==> src/rtl/axi_spi_pkg.sv <==
// Shared constants and types for the SPI master register bank.
package axi_spi_pkg;

   localparam logic [4:0] OFF_CTRL   = 5'h00;
   localparam logic [4:0] OFF_TIMING = 5'h04;
   localparam logic [4:0] OFF_TXDATA = 5'h08;
   localparam logic [4:0] OFF_RXDATA = 5'h0C;
   localparam logic [4:0] OFF_STATUS = 5'h10;
   localparam logic [4:0] OFF_CMD    = 5'h14;

   // Only word address bits [4:2] are decoded.
   localparam logic [2:0] IDX_CTRL   = OFF_CTRL[4:2];
   localparam logic [2:0] IDX_TIMING = OFF_TIMING[4:2];
   localparam logic [2:0] IDX_TXDATA = OFF_TXDATA[4:2];
   localparam logic [2:0] IDX_RXDATA = OFF_RXDATA[4:2];
   localparam logic [2:0] IDX_STATUS = OFF_STATUS[4:2];
   localparam logic [2:0] IDX_CMD    = OFF_CMD[4:2];

   localparam int CTRL_MODE_LSB  = 0;
   localparam int CTRL_SPEED_LSB = 2;
   localparam int CTRL_WLEN_LSB  = 4;
   localparam int CTRL_FLD_W     = 2;
   localparam int TIM_IFG_LSB    = 0;
   localparam int TIM_CS_SCK_LSB = 8;
   localparam int TIM_SCK_CS_LSB = 16;
   localparam int TIM_FLD_W      = 8;
   localparam logic [31:0] CTRL_MASK   = 32'h0000_003F;
   localparam logic [31:0] TIMING_MASK = 32'h00FF_FFFF;

   localparam int STAT_BUSY = 0;
   localparam int STAT_RXV  = 1;
   localparam int STAT_ACT  = 2;

   localparam logic [1:0] RESP_OKAY   = 2'd0;
   localparam logic [1:0] RESP_SLVERR = 2'd2;
   localparam logic [1:0] RESP_DECERR = 2'd3;

   localparam int RETRY_WAIT = 2;

   typedef enum logic [1:0] {SEQ_IDLE, SEQ_PULSE, SEQ_WAIT, SEQ_BUSY} seq_state_e;

   typedef struct packed {
      logic [2:0]  idx;
      logic [31:0] data;
      logic [3:0]  strb;
   } wr_req_t;

   function automatic logic [31:0] strb_merge(input logic [31:0] old, input logic [31:0] wd,
                                              input logic [3:0] strb, input logic [31:0] mask);
      logic [31:0] r;
      r = old;
      for (int b = 0; b < 4; b++)
         if (strb[b]) r[8*b +: 8] = wd[8*b +: 8];
      return r & mask;
   endfunction

endpackage

==> src/rtl/spi_start_seq.sv <==
// Start-pulse sequencer: pulses start_o, retries until the master goes busy,
// then captures the received frame when busy drops.
module spi_start_seq
   import axi_spi_pkg::*;
(
   input  logic        GCLK,
   input  logic        RST,
   input  logic        start_req,
   input  logic        rx_clr,
   input  logic        busy_i,
   input  logic [31:0] miso_data_i,
   output logic        start_o,
   output logic        seq_active,
   output logic [31:0] rx_data,
   output logic        rx_valid
);

   seq_state_e state;
   logic [1:0] wait_cnt;
   logic       capture;

   // BUSY is only entered with busy_i high, so a low busy_i here is the falling edge.
   assign capture    = (state == SEQ_BUSY) && !busy_i;
   assign seq_active = (state != SEQ_IDLE);

   always_ff @(posedge GCLK or negedge RST) begin
      if (!RST) begin
         state    <= SEQ_IDLE;
         start_o  <= 1'b0;
         wait_cnt <= '0;
         rx_data  <= '0;
         rx_valid <= 1'b0;
      end else begin
         start_o <= 1'b0;
         case (state)
            SEQ_IDLE:
               if (start_req) begin
                  state   <= SEQ_PULSE;
                  start_o <= 1'b1;
               end
            SEQ_PULSE: begin
               state    <= SEQ_WAIT;
               wait_cnt <= '0;
            end
            SEQ_WAIT:
               if (busy_i) state <= SEQ_BUSY;
               else if (wait_cnt == 2'(RETRY_WAIT - 1)) begin
                  state   <= SEQ_PULSE;
                  start_o <= 1'b1;
               end else wait_cnt <= wait_cnt + 2'd1;
            SEQ_BUSY:
               if (!busy_i) state <= SEQ_IDLE;
            default: state <= SEQ_IDLE;
         endcase
         if (capture) begin
            rx_data  <= miso_data_i;
            rx_valid <= 1'b1;
         end else if (rx_clr) rx_valid <= 1'b0;
      end
   end

endmodule

==> src/rtl/axi_spi_regs.sv <==
// AXI4-Lite register bank feeding the SPI master config, TX data and start pulse.
module axi_spi_regs
   import axi_spi_pkg::*;
#(
   parameter int ADDR_W = 5
) (
   input  logic              GCLK,
   input  logic              RST,
   input  logic [ADDR_W-1:0] S_AXI_AWADDR,
   input  logic              S_AXI_AWVALID,
   output logic              S_AXI_AWREADY,
   input  logic [31:0]       S_AXI_WDATA,
   input  logic [3:0]        S_AXI_WSTRB,
   input  logic              S_AXI_WVALID,
   output logic              S_AXI_WREADY,
   output logic [1:0]        S_AXI_BRESP,
   output logic              S_AXI_BVALID,
   input  logic              S_AXI_BREADY,
   input  logic [ADDR_W-1:0] S_AXI_ARADDR,
   input  logic              S_AXI_ARVALID,
   output logic              S_AXI_ARREADY,
   output logic [31:0]       S_AXI_RDATA,
   output logic [1:0]        S_AXI_RRESP,
   output logic              S_AXI_RVALID,
   input  logic              S_AXI_RREADY,
   output logic              start_o,
   input  logic              busy_i,
   output logic [1:0]        spi_mode_o,
   output logic [1:0]        sck_speed_o,
   output logic [1:0]        word_len_o,
   output logic [7:0]        t_IFG_o,
   output logic [7:0]        t_CS_SCK_o,
   output logic [7:0]        t_SCK_CS_o,
   output logic [31:0]       mosi_data_o,
   input  logic [31:0]       miso_data_i
);

   logic        rdy_en, aw_held, w_held, aw_hs, w_hs, ar_hs, commit, wr_ok, cmd_req, rx_clr;
   logic [2:0]  aw_idx_q, ar_idx;
   logic [31:0] w_data_q, ctrl_q, tim_q, tx_q, rd_data, rx_data;
   logic [3:0]  w_strb_q;
   logic [1:0]  wr_resp, rd_resp;
   logic        seq_active, rx_valid, unused_addr;
   wr_req_t     wr;

   assign unused_addr = ^{S_AXI_AWADDR, S_AXI_ARADDR};

   // Readies stay low through reset and rise the first cycle after release.
   assign S_AXI_AWREADY = rdy_en & ~aw_held;
   assign S_AXI_WREADY  = rdy_en & ~w_held;
   assign S_AXI_ARREADY = rdy_en & ~S_AXI_RVALID;

   assign aw_hs = S_AXI_AWVALID & S_AXI_AWREADY;
   assign w_hs  = S_AXI_WVALID & S_AXI_WREADY;
   assign ar_hs = S_AXI_ARVALID & S_AXI_ARREADY;

   // A handshake this cycle counts as held, so AW+W together commit at once.
   always_comb begin
      wr.idx  = aw_held ? aw_idx_q : S_AXI_AWADDR[4:2];
      wr.data = w_held ? w_data_q : S_AXI_WDATA;
      wr.strb = w_held ? w_strb_q : S_AXI_WSTRB;
   end
   assign commit = (aw_held | aw_hs) & (w_held | w_hs) & ~S_AXI_BVALID;

   always_comb begin
      wr_resp = RESP_OKAY;
      case (wr.idx)
         IDX_CTRL, IDX_TIMING, IDX_TXDATA, IDX_CMD: if (seq_active) wr_resp = RESP_SLVERR;
         IDX_RXDATA, IDX_STATUS:                    wr_resp = RESP_OKAY;
         default:                                   wr_resp = RESP_DECERR;
      endcase
   end
   assign wr_ok   = commit & (wr_resp == RESP_OKAY);
   assign cmd_req = wr_ok & (wr.idx == IDX_CMD) & wr.strb[0] & wr.data[0];

   always_ff @(posedge GCLK or negedge RST) begin
      if (!RST) begin
         rdy_en       <= 1'b0;
         aw_held      <= 1'b0;
         w_held       <= 1'b0;
         aw_idx_q     <= '0;
         w_data_q     <= '0;
         w_strb_q     <= '0;
         S_AXI_BVALID <= 1'b0;
         S_AXI_BRESP  <= RESP_OKAY;
         ctrl_q       <= '0;
         tim_q        <= '0;
         tx_q         <= '0;
      end else begin
         rdy_en <= 1'b1;
         if (commit) begin
            aw_held      <= 1'b0;
            w_held       <= 1'b0;
            S_AXI_BVALID <= 1'b1;
            S_AXI_BRESP  <= wr_resp;
         end else begin
            if (aw_hs) begin
               aw_held  <= 1'b1;
               aw_idx_q <= S_AXI_AWADDR[4:2];
            end
            if (w_hs) begin
               w_held   <= 1'b1;
               w_data_q <= S_AXI_WDATA;
               w_strb_q <= S_AXI_WSTRB;
            end
            if (S_AXI_BREADY) S_AXI_BVALID <= 1'b0;
         end
         if (wr_ok)
            case (wr.idx)
               IDX_CTRL:   ctrl_q <= strb_merge(ctrl_q, wr.data, wr.strb, CTRL_MASK);
               IDX_TIMING: tim_q  <= strb_merge(tim_q, wr.data, wr.strb, TIMING_MASK);
               IDX_TXDATA: tx_q   <= strb_merge(tx_q, wr.data, wr.strb, '1);
               default: ;
            endcase
      end
   end

   assign ar_idx = S_AXI_ARADDR[4:2];
   assign rx_clr = ar_hs & (ar_idx == IDX_RXDATA);

   always_comb begin
      rd_data = '0;
      rd_resp = RESP_OKAY;
      case (ar_idx)
         IDX_CTRL:   rd_data = ctrl_q;
         IDX_TIMING: rd_data = tim_q;
         IDX_TXDATA: rd_data = tx_q;
         IDX_RXDATA: rd_data = rx_data;
         IDX_STATUS: begin
            rd_data[STAT_BUSY] = busy_i;
            rd_data[STAT_RXV]  = rx_valid;
            rd_data[STAT_ACT]  = seq_active;
         end
         IDX_CMD:    rd_data = '0;
         default:    rd_resp = RESP_DECERR;
      endcase
   end

   always_ff @(posedge GCLK or negedge RST) begin
      if (!RST) begin
         S_AXI_RVALID <= 1'b0;
         S_AXI_RDATA  <= '0;
         S_AXI_RRESP  <= RESP_OKAY;
      end else if (ar_hs) begin
         S_AXI_RVALID <= 1'b1;
         S_AXI_RDATA  <= rd_data;
         S_AXI_RRESP  <= rd_resp;
      end else if (S_AXI_RREADY) S_AXI_RVALID <= 1'b0;
   end

   spi_start_seq u_seq (
      .GCLK        (GCLK),
      .RST         (RST),
      .start_req   (cmd_req),
      .rx_clr      (rx_clr),
      .busy_i      (busy_i),
      .miso_data_i (miso_data_i),
      .start_o     (start_o),
      .seq_active  (seq_active),
      .rx_data     (rx_data),
      .rx_valid    (rx_valid)
   );

   assign spi_mode_o  = ctrl_q[CTRL_MODE_LSB  +: CTRL_FLD_W];
   assign sck_speed_o = ctrl_q[CTRL_SPEED_LSB +: CTRL_FLD_W];
   assign word_len_o  = ctrl_q[CTRL_WLEN_LSB  +: CTRL_FLD_W];
   assign t_IFG_o     = tim_q[TIM_IFG_LSB    +: TIM_FLD_W];
   assign t_CS_SCK_o  = tim_q[TIM_CS_SCK_LSB +: TIM_FLD_W];
   assign t_SCK_CS_o  = tim_q[TIM_SCK_CS_LSB +: TIM_FLD_W];
   assign mosi_data_o = tx_q;

endmodule

==> config.mk <==
export PLATFORM = sky130hd
export DESIGN_NAME = axi_spi_regs
export DESIGN_NICKNAME = d
export VERILOG_FILES = /design/src/rtl/axi_spi_pkg.sv /design/src/rtl/spi_start_seq.sv /design/src/rtl/axi_spi_regs.sv
export SDC_FILE = /design/constraint.sdc
export NUM_CORES = 1
export LEC_CHECK = 0
export CORE_MARGIN = 5
export CORE_UTILIZATION = 45
export DETAILED_ROUTE_END_ITERATION = 6
export PLACE_DENSITY = 0.73
export REMOVE_ABC_BUFFERS = 1
export SYNTH_ARGS = -nofsm -noshare
export SYNTH_HDL_FRONTEND = slang
export SYNTH_SLANG_ARGS = --single-unit
==> constraint.sdc <==
create_clock -name GCLK -period 2.55 [get_ports GCLK]
set_clock_uncertainty 0.1 [all_clocks]
set_input_delay 0.51 -clock GCLK [delete_from_list [all_inputs] [get_ports GCLK]]
set_output_delay 0.51 -clock GCLK [all_outputs]
set_load 0.05 [all_outputs]
# Word level (Yosys, flattened, before mapping)
# Cells that the tools add are included.
# classes
n_addsub,1
mul,0
div,0
n_lt_le_gt_ge,0
eq_ne,19
shifts,0
n_mux,30
bitwise,20
reduce_logical,28
# ops
op,count
case mux 29 bit (4 select lines),1
two-way mux 32 bit,1
AND reduction 3 bit,10
two-way mux 2 bit,8
case mux 3 bit (5 select lines),1
nonzero test 2 bit,7
AND 1 bit,13
two-way mux 1 bit,13
"== test 3 x 2 -> 1 bit, second input constant",4
"== test 3 bit, second input constant",4
"inequality test 2 bit, second input constant",4
case mux 2 bit (2 select lines),2
case mux 2 bit (4 select lines),1
"== test 3 x 1 -> 1 bit, second input constant",2
logical NOT 3 bit,2
OR reduction 6 bit,1
inverter 1 bit,5
"== test 2 x 1 -> 1 bit, second input constant",2
"== test 2 bit, second input constant",2
logical NOT 2 bit,2
two-way mux 4 bit,1
AND reduction 2 bit,2
OR reduction 4 bit,1
two-way mux 3 bit,1
other kinds (7),8
# totals
regBits,180
latch_bits,0
ramBits,0
mem_bits_ro,0
input_bits,86
output_inout_bits,104
word_cells,122
mem_count,0

# Depth between registers and ports, before layout
# Gate-level depths: netlist of the first run.
# logic_depth
ltp_word,12
depth_mapped,7
mapped_depth_nobuf,5

# By module
# From an unflattened synthesis of the first run, not the netlist that was laid out.
# unflattened
cells_unflattened,599
hier_area_um2,8189.1
# by_module_without_submodules
module,n_inst,cells_each,area_each_um2,seq_area_each_um2
axi_spi_regs,1,498,6563.8,3528.4
spi_start_seq,1,101,1625.3,950.9

# Worst setup path after synthesis of the first run
# No wires, ideal clock.
# synth_path
kind,reg-to-reg
start,register w_held
end,register w_data_q[0]
setup_ps,125
t_arrival_ps,2148
required_ps,2325
slack_ps,178
path_stages_with_launch,6
path_buffers,2
synth_period_minus_slack_ps,2372
cell_sequence,dfrtp_1 buf_2 nor2b_1 o211ai_2 buf_4 mux2_2
# synth_between
elab_chain_cells,8
# synth_lines
element,line_no,rtl
from (decl),axi_spi_regs.sv:38,"logic rdy_en, aw_held, w_held, aw_hs, w_hs, ar_hs, commit, wr_ok, cmd_req, rx_clr;"
from (signal assigned),axi_spi_regs.sv:80,w_held <= 1'b0;
from (signal assigned),axi_spi_regs.sv:93,w_held <= 1'b0;
from (signal assigned),axi_spi_regs.sv:102,w_held <= 1'b1;
inverter 1 bit (*),axi_spi_regs.sv:50,assign S_AXI_WREADY = rdy_en & ~w_held;
AND 1 bit (*),axi_spi_regs.sv:50,
named net S_AXI_WREADY,axi_spi_regs.sv:15,"output logic S_AXI_WREADY,"
AND 1 bit (*),axi_spi_regs.sv:54,assign w_hs = S_AXI_WVALID & S_AXI_WREADY;
OR 1 bit,axi_spi_regs.sv:63,assign commit = (aw_held | aw_hs) & (w_held | w_hs) & ~S_AXI_BVALID;
AND 1 bit (2 in a row),axi_spi_regs.sv:63,
inverter 1 bit (no source line),n/a,
AND reduction 2 bit (no source line) (*),n/a,
to (signal assigned),axi_spi_regs.sv:82,w_data_q <= '0;
to (signal assigned),axi_spi_regs.sv:103,w_data_q <= S_AXI_WDATA;
to (decl),axi_spi_regs.sv:40,"logic [31:0] w_data_q, ctrl_q, tim_q, tx_q, rd_data, rx_data;"
# The timed path passes the listed nets; every way through them passes the cells marked *.
# A chain may end at the register's enable or synchronous reset.

# Worst setup path after layout of the first run
# layout_path
start,register S_AXI_BVALID
end,output S_AXI_BVALID
# layout_rtl
element,line_no,rtl
from (decl),axi_spi_regs.sv:17,"output logic S_AXI_BVALID,"
from (signal assigned),axi_spi_regs.sv:84,S_AXI_BVALID <= 1'b0;
from (signal assigned),axi_spi_regs.sv:94,S_AXI_BVALID <= 1'b1;
from (signal assigned),axi_spi_regs.sv:106,if (S_AXI_BREADY) S_AXI_BVALID <= 1'b0;
# No word-level cell between the ends.

==> summary.md, run 1 <==
| Metric | Value |
|---|---|
| Status | `completed` |
| I/O pins | `190` |
| Crit path required time | `1.94 ns` |
| Max clock buf depth | `2` |
| Core ar. | `0.0179 sq mm` |
| H-Tree Level Count | `4` |
| Worst-Margin Slew | `0.585 ns` |
| Worst-path cell chain | `clkdlybuf4s50_1` |
| #FFs+latches synth | `179` |
| Reg clk slew, reported paths | `0.07 ns` |
| Commonest non-fill, non-tap cell in the layout | `clkdlybuf4s50_1` |
| Post-Route WL | `21600 um` |
| CP Launch Type | `flip-flop` |
| Die Span X | `145 um` |
| Critical Path Slowest Stage Cell | `clkdlybuf4s50_1` |
| R2R Path Start | `rdy_en` |
| Largest net degree at the start of global routing | `82` |
| Max FO, Critical Path | `7` |
| RSZ-0062 raised after global routing | `false` |
| Final Wtd Congestion | `0.820` |
| # port buffers | `185` |
| Row count | `49` |
| Vias/cell | `5.43` |
| Global-route wire length before repair | `34600 um` |
| Pwr dens | `1170 mW/mm^2` |
| Post-DRT Antenna Nets | `0` |
| Drt wl/cell | `20.4 um` |
| DRT iter0 DRCs | `314` |
| CP peak stage delay | `0.89 ns` |
| Final count of hold timing violations | `0` |
| Final worst path period share | `95.0%` |
| Ranking of synthesized cells by area | `dfrtp_1 (55%), mux2_2 (17%), mux2_4 (4.1%)` |
| Worst Hold Class | `flip-flop to flip-flop` |
| Critical path buffer and inverter count | `1` |
| Starting Density | `45.5%` |
| Peak VDD IR | `0.696 mV` |
| Die footprint | `0.0209 sq mm` |
| Vias in the first global route | `6468` |
| Setup Buffers After CTS | `0` |
| Crit path DAT | `1.81 ns` |
| DRT Pass-1 Iters | `4` |
| Register area share after synthesis | `54.9%` |
| Asr flop ratio synth | `100%` |
| Highest-count cells in the layout ignoring fill and taps | `clkdlybuf4s50_1 (180), dfrtp_1 (178), mux2_2 (123), nand2_1 (43), o21ai_0 (40)` |
| Max Slew Vio Count | `0` |
| Vert. Die Dim | `145 um` |
| Mean Syn Cell Area | `13.2 sq um` |
| Crit Path Class | `flip-flop to output port` |
| Initial antenna violation count | `1` |
| WHS Endpoint | `S_AXI_RDATA[11]` |
| GRT Util Overall | `21.5%` |
| Rel. slew slack | `60.9%` |
| Num CTS Buffers | `17` |
| DRC violations left | `0` |
| FF-to-FF setup slack | `0.35 ns` |
| CTS Root Cell | `clkbuf_16` |
| Clock sink total | `179` |
| Minimum clock period | `2.42 ns` |
| Final #Nets | `905` |
| Worst R2R Path Depth | `4` |
| Main synth FF type | `dfrtp_1` |
| Top-area cell type share of the netlist area | `54.9%` |
| Synth area leader | `dfrtp_1` |
| Share of cells above drive strength 1 | `28.5%` |
| Peak Freq | `413 MHz` |
| YS warnings | `0` |
| Filler cell count in the final layout | `1396` |
| Hold path startpoint | `S_AXI_RDATA[11]` |
| Post-layout util | `61.2%` |
| Post-DP HPWL | `15700 um` |
| Max-cap violation count | `0` |
| CTS tree | `done` |
| Critical Path End Type | `output port` |
| Synth cell types | `51` |
| Layout area overhead | `34.5%` |
| Post-synth EDFFs | `0` |
| Mapped Cells | `618` |
| GRT Residual Overflow | `0` |
| Vias | `5755` |
| R2R Path End | `tim_q[1]` |
| WHS Path Cells | `2` |
| TNS Setup | `0 ns` |
| Worst skew pair latency | `0.42 ns` |
| # diodes | `0` |
| Mapped Area | `0.00815 sq mm` |
| Crit path max-delay family | `buffers and inverters` |
| Final setup fails | `0` |
| Leak | `4.85 nW` |
cell families (layout without fill, tap and decap cells):
family / count (synthesis) / count (layout) / share of synthesized area, %
compound gates: 85 / 85 / 6.69
fa+ha+maj: 1 / 1 / 0.153
buf+inv: 44 / 257 / 2.87
flops: 179 / 179 / 54.9
mux: 199 / 199 / 28.4
other cells: 1 / 1 / 0.0460
simple gates: 109 / 109 / 6.88
worst max-delay path by stage:
stage / startpoint / endpoint / slack [ns] / depth (start not counted)
CTS: S_AXI_BVALID / S_AXI_BVALID / 0.12 / 1
global placement: S_AXI_AWVALID / tim_q[7] / -0.08 / 5
finish: S_AXI_BVALID / S_AXI_BVALID / 0.13 / 1
floorplan: w_held / w_data_q[0] / -0.72 / 3
detailed placement: S_AXI_AWVALID / tim_q[4] / -0.10 / 5
global route: S_AXI_BVALID / S_AXI_BVALID / 0.06 / 1
per-stage QoR:
| stage | instance area (sq um) | hold WS, ns | setup WS [ns] | instances | power, W |
|---|---|---|---|---|---|
| 3_3_place_gp | 10400 | 0.352 | -0.0819 | 1027 | 0.0102 |
| 3_5_place_dp | 10400 | 0.360 | -0.102 | 1027 | 0.0104 |
| 5_1_grt | 11000 | 0.410 | 0.0582 | 1060 | 0.0135 |
| 6_report | 11000 | 0.388 | 0.127 | 1060 | 0.0128 |
| 4_1_cts | 11000 | 0.390 | 0.118 | 1060 | 0.0129 |
| 2_1_floorplan | 7950 | 0.114 | -0.719 | 581 | 0.00831 |
worst register-to-register path: stages (launching register included):
cell,delay (ns)
dfrtp_1,0.59
a21oi_4,0.12
and4bb_1,0.52
nand3_2,0.34
mux2_1,0.41
metal layers:
metal	GRT usage, %	vias to the layer above	routed length, um	share of wire, %
li1	-	2591	-	-
met1	26.8	2926	8850	41
met2	35.4	198	10600	49
met3	8.17	38	1770	8.2
met4	5.94	2	366	1.7
met5	0	-	11	0.051
flip-flops by register name, indices dropped and copies added (netlist names), 2 cells and up:
| register | flops |
|---|---|
| u_seq.wait_cnt | 2 |
| w_data_q | 32 |
| ctrl_q | 6 |
| mosi_data_o | 32 |
| u_seq.rx_data | 32 |
| tim_q | 24 |
| aw_idx_q | 3 |
| S_AXI_BRESP | 2 |
| u_seq.state | 2 |
| w_strb_q | 4 |
| S_AXI_RDATA | 32 |
repair_timing:
action / 4_1_cts / 5_1_grt
hold endpoints to repair: 41 / 0
resized for setup: 1 / 0
hold buffers: 1 / 0
endpoints found under the setup margin: 1 / 0
where the power goes:
group / switching, W / internal [W] / total (W)
registers: 0.000845 / 0.00394 / 0.00478
clock network: 0.00113 / 0.00136 / 0.00248
logic: 0.00313 / 0.00243 / 0.00557
layout make-up:
class                   count  area (sq um)  area share (%)
well taps                 229           287            2.61
clock inverters            14           131            1.20
multi-input cells         395          3450            31.5
inverters                   7          26.3           0.240
repair buffers            218          2150            19.7
flip-flops and latches    179          4480            40.9
clock buffers              18           429            3.92
Yosys cell counts, types with 2 or more instances:
master    number
a31oi_1        3
or2_2          3
buf_6          3
nand2_1       44
nor3_1         4
o32ai_4        2
mux2_1        19
a21oi_1       22
nand3_4        4
buf_4          5
buf_2         14
mux2_2       123
nand3_2        2
clkbuf_1      12
nor2b_1        5
dfrtp_1      179
o32ai_1        3
nor2_1        31
buf_1          2
mux4_2         3
nand3_1        5
o31a_1         2
o21ai_0       40
a22o_1         3
mux2_4        22
inv_1          7
mux2i_1       32
(Power assumes the default switching activity.)
==> inputs of run 2 (changes only) <==
--- a/config.mk
+++ b/config.mk
@@ -10,6 +10,8 @@
 export DETAILED_ROUTE_END_ITERATION = 6
 export PLACE_DENSITY = 0.73
 export REMOVE_ABC_BUFFERS = 1
+export SKIP_CTS_REPAIR_TIMING = 1
 export SYNTH_ARGS = -nofsm -noshare
 export SYNTH_HDL_FRONTEND = slang
+export SYNTH_HIERARCHICAL = 1
 export SYNTH_SLANG_ARGS = --single-unit
==> run 2 against run 1 <==
Design area rose by 1.9%. Power rose by 5.9%. First-iteration DRC count fell by 16%. Sequential power rose by 2%. Sequential share of layout area fell by 0.75 points.
==> summary.md, run 2 <==
| Metric | Value |
|---|---|
| Final setup fails | `0 (unchanged)` |
| Count leader, synth | `dfrtp_1` |
| Vias/cell | `5.45 (+0.38%)` |
| Top-area cell type share of the netlist area | `54.7% (-0.24 points)` |
| Sequential cell area | `0.00448 sq mm (unchanged)` |
| Reg clk slew, reported paths | `0.06 ns (about the same)` |
| Minimum clock period | `2.45 ns (+0.0277 ns)` |
| Asr flop ratio synth | `100% (unchanged)` |
| Worst skew pair latency | `0.42 ns (about the same)` |
| GRT Residual Overflow | `0 (unchanged)` |
| Drt wl/cell | `20.9 um (+2.3%)` |
| Starting Density | `45.6% (+0.047 points)` |
| RSZ-0062 raised after global routing | `false` |
| Post-synth top cells | `dfrtp_1 (179), mux2_2 (153), nand2_1 (40)` |
| Row count | `49 (unchanged)` |
| YS warnings | `6 (+6)` |
| Worst-Margin Slew | `0.587 ns (+0.00258 ns)` |
| Post-layout util | `62.2% (+0.93 points)` |
| DRT Pass-1 Iters | `4 (unchanged)` |
| Max FO, Critical Path | `8 (+1)` |
| Status | `completed` |
| H-Tree Level Count | `4 (unchanged)` |
| Crit path max-delay family | `buffers and inverters` |
| Ranking of synthesized cells by area | `dfrtp_1 (55%), mux2_2 (21%), mux2_4 (6.4%)` |
| Post-synth EDFFs | `0 (unchanged)` |
| Num CTS Buffers | `17 (unchanged)` |
| Max clock buf depth | `2 (unchanged)` |
| # diodes | `0 (unchanged)` |
| Initial antenna violation count | `0 (-1)` |
| Total power | `0.0136 W (+5.9%)` |
| CTS tree | `done` |
| Critical Path End Type | `output port` |
| Clock sink total | `179 (unchanged)` |
| Rel. slew slack | `60.7% (-0.17 points)` |
| Final Wtd Congestion | `0.857 (+4.6%)` |
| Crit path DAT | `1.84 ns (+0.03 ns)` |
| Critical Path Slowest Stage Cell | `clkdlybuf4s50_1` |
| Filler cell count in the final layout | `1344 (-3.7%)` |
| Peak VDD IR | `0.689 mV (-1.1%)` |
| Worst-path cell chain | `clkdlybuf4s50_1` |
| Die Span X | `145 um (+0.21%)` |
| GRT Util Overall | `20.9% (-0.66 points)` |
| TNS Setup | `0 ns (unchanged)` |
| Final worst path period share | `96.1% (+1.1 points)` |
| Layout area overhead | `36.4%` |
| Vias | `5695 (-1.0%)` |
| Mean Syn Cell Area | `13.7 sq um (+3.6%)` |
| Post-Route WL | `21800 um (+0.83%)` |
| Pwr dens | `1220 mW/mm^2 (+4.0%)` |
| Max Slew Vio Count | `0 (unchanged)` |
| CP Launch Type | `flip-flop` |
| Largest net degree at the start of global routing | `81 (-1.2%)` |
| Vert. Die Dim | `145 um (+0.21%)` |
| Main synth FF type | `dfrtp_1` |
| Share of cells above drive strength 1 | `34.3% (+5.8 points)` |
| Critical path buffer and inverter count | `1 (unchanged)` |
| Post-DP HPWL | `15300 um (-2.6%)` |
| Mapped Area | `0.00819 sq mm (+0.45%)` |
| Peak Freq | `408 MHz (-1.1%)` |
| Final #Nets | `890 (-1.7%)` |
| I/O pins | `190 (unchanged)` |
| Post-DRT Antenna Nets | `0 (unchanged)` |
| #FFs+latches synth | `179 (unchanged)` |
| Commonest non-fill, non-tap cell in the layout | `clkdlybuf4s50_1` |
| Multi-input gate area | `0.00351 sq mm (+1.7%)` |
| DRT iter0 DRCs | `263 (-16%)` |
| Register area share after synthesis | `54.7% (-0.24 points)` |
| Worst hold slack | `0.380 ns (-0.00824 ns)` |
| Global-route wire length before repair | `35300 um (+2.0%)` |
| Cell area after layout | `0.0112 sq mm (+1.9%)` |
| Crit path required time | `1.94 ns (about the same)` |
| Die footprint | `0.0210 sq mm (+0.42%)` |
| Worst Hold Class | `flip-flop to flip-flop` |
| Leak | `5.01 nW (+3.4%)` |
| Max-cap violation count | `0 (unchanged)` |
| Vias in the first global route | `6270 (-3.1%)` |
| CP peak stage delay | `0.88 ns (about the same)` |
| CTS Root Cell | `clkbuf_16` |
| Synth area leader | `dfrtp_1` |
| Placed instance area | `0.0106 sq mm (+1.8%)` |
| # port buffers | `185 (unchanged)` |
| Mapped Cells | `599 (-3.1%)` |
| Core ar. | `0.0180 sq mm (+0.34%)` |
| Crit Path Class | `flip-flop to output port` |
| Final count of hold timing violations | `0 (unchanged)` |
| Synth cell types | `43 (-16%)` |
| Highest-count cells in the layout ignoring fill and taps | `clkdlybuf4s50_1 (179), dfrtp_1 (178), mux2_2 (153), nand2_1 (39)` |
| DRC violations left | `0 (unchanged)` |
==> run 2: cell families after synthesis <==
kind of cell | count (synthesis) | synth area share, %
fa+ha+maj | 1 | 0.153
simple gates | 90 | 5.97
mux | 206 | 30.1
compound gates | 82 | 6.45
buf+inv | 40 | 2.57
other cells | 1 | 0.0458
flops | 179 | 54.7
==> run 2: path summary, 6_finish.rpt <==
path                       slack, ns             from               end  cells past startpoint
setup / recovery                 0.1     S_AXI_BVALID      S_AXI_BVALID                      1
hold / removal                  0.38  S_AXI_RDATA[24]   S_AXI_RDATA[24]                      2
setup reg to reg                0.14   u_seq/state[1]         tim_q[21]                      7
hold reg to reg                 0.38  S_AXI_RDATA[24]   S_AXI_RDATA[24]                      2
max in group asynchronous       1.27              RST   mosi_data_o[26]                      3
min in group asynchronous       0.39              RST  u_seq/rx_data[3]                      2
==> run 2: routing by layer <==
layer,track usage [%],vias to the layer above,part of all wire [%]
li1,-,2573,-
met1,28.4,2914,45
met2,33.1,180,48
met3,5.30,28,5.3
met4,6.36,0,1.9
met5,0,-,0
==> run 2: cell type report <==
type                            count  share of cell area [%]
Sequential cell                   179                    40.1
Multi-Input combinational cell    380                    31.5
Timing Repair Buffer              219                    20.5
Clock buffer                       21                    4.30
Tap cell                          229                    2.57
Clock inverter                     11                   0.874
Inverter                            6                   0.202
==> run 2: stage by stage <==
stage,cells,setup slack (ns)
3_3_place_gp,1012,-0.00923
4_1_cts,1044,-0.0623
3_5_place_dp,1012,-0.0528
2_1_floorplan,565,-0.726
5_1_grt,1045,0.0375
6_report,1045,0.0988
==> run 2: power by group <==
group | switching (W) | internal (W)
clock network | 0.00109 | 0.00145
logic | 0.00340 | 0.00278
registers | 0.000860 | 0.00400
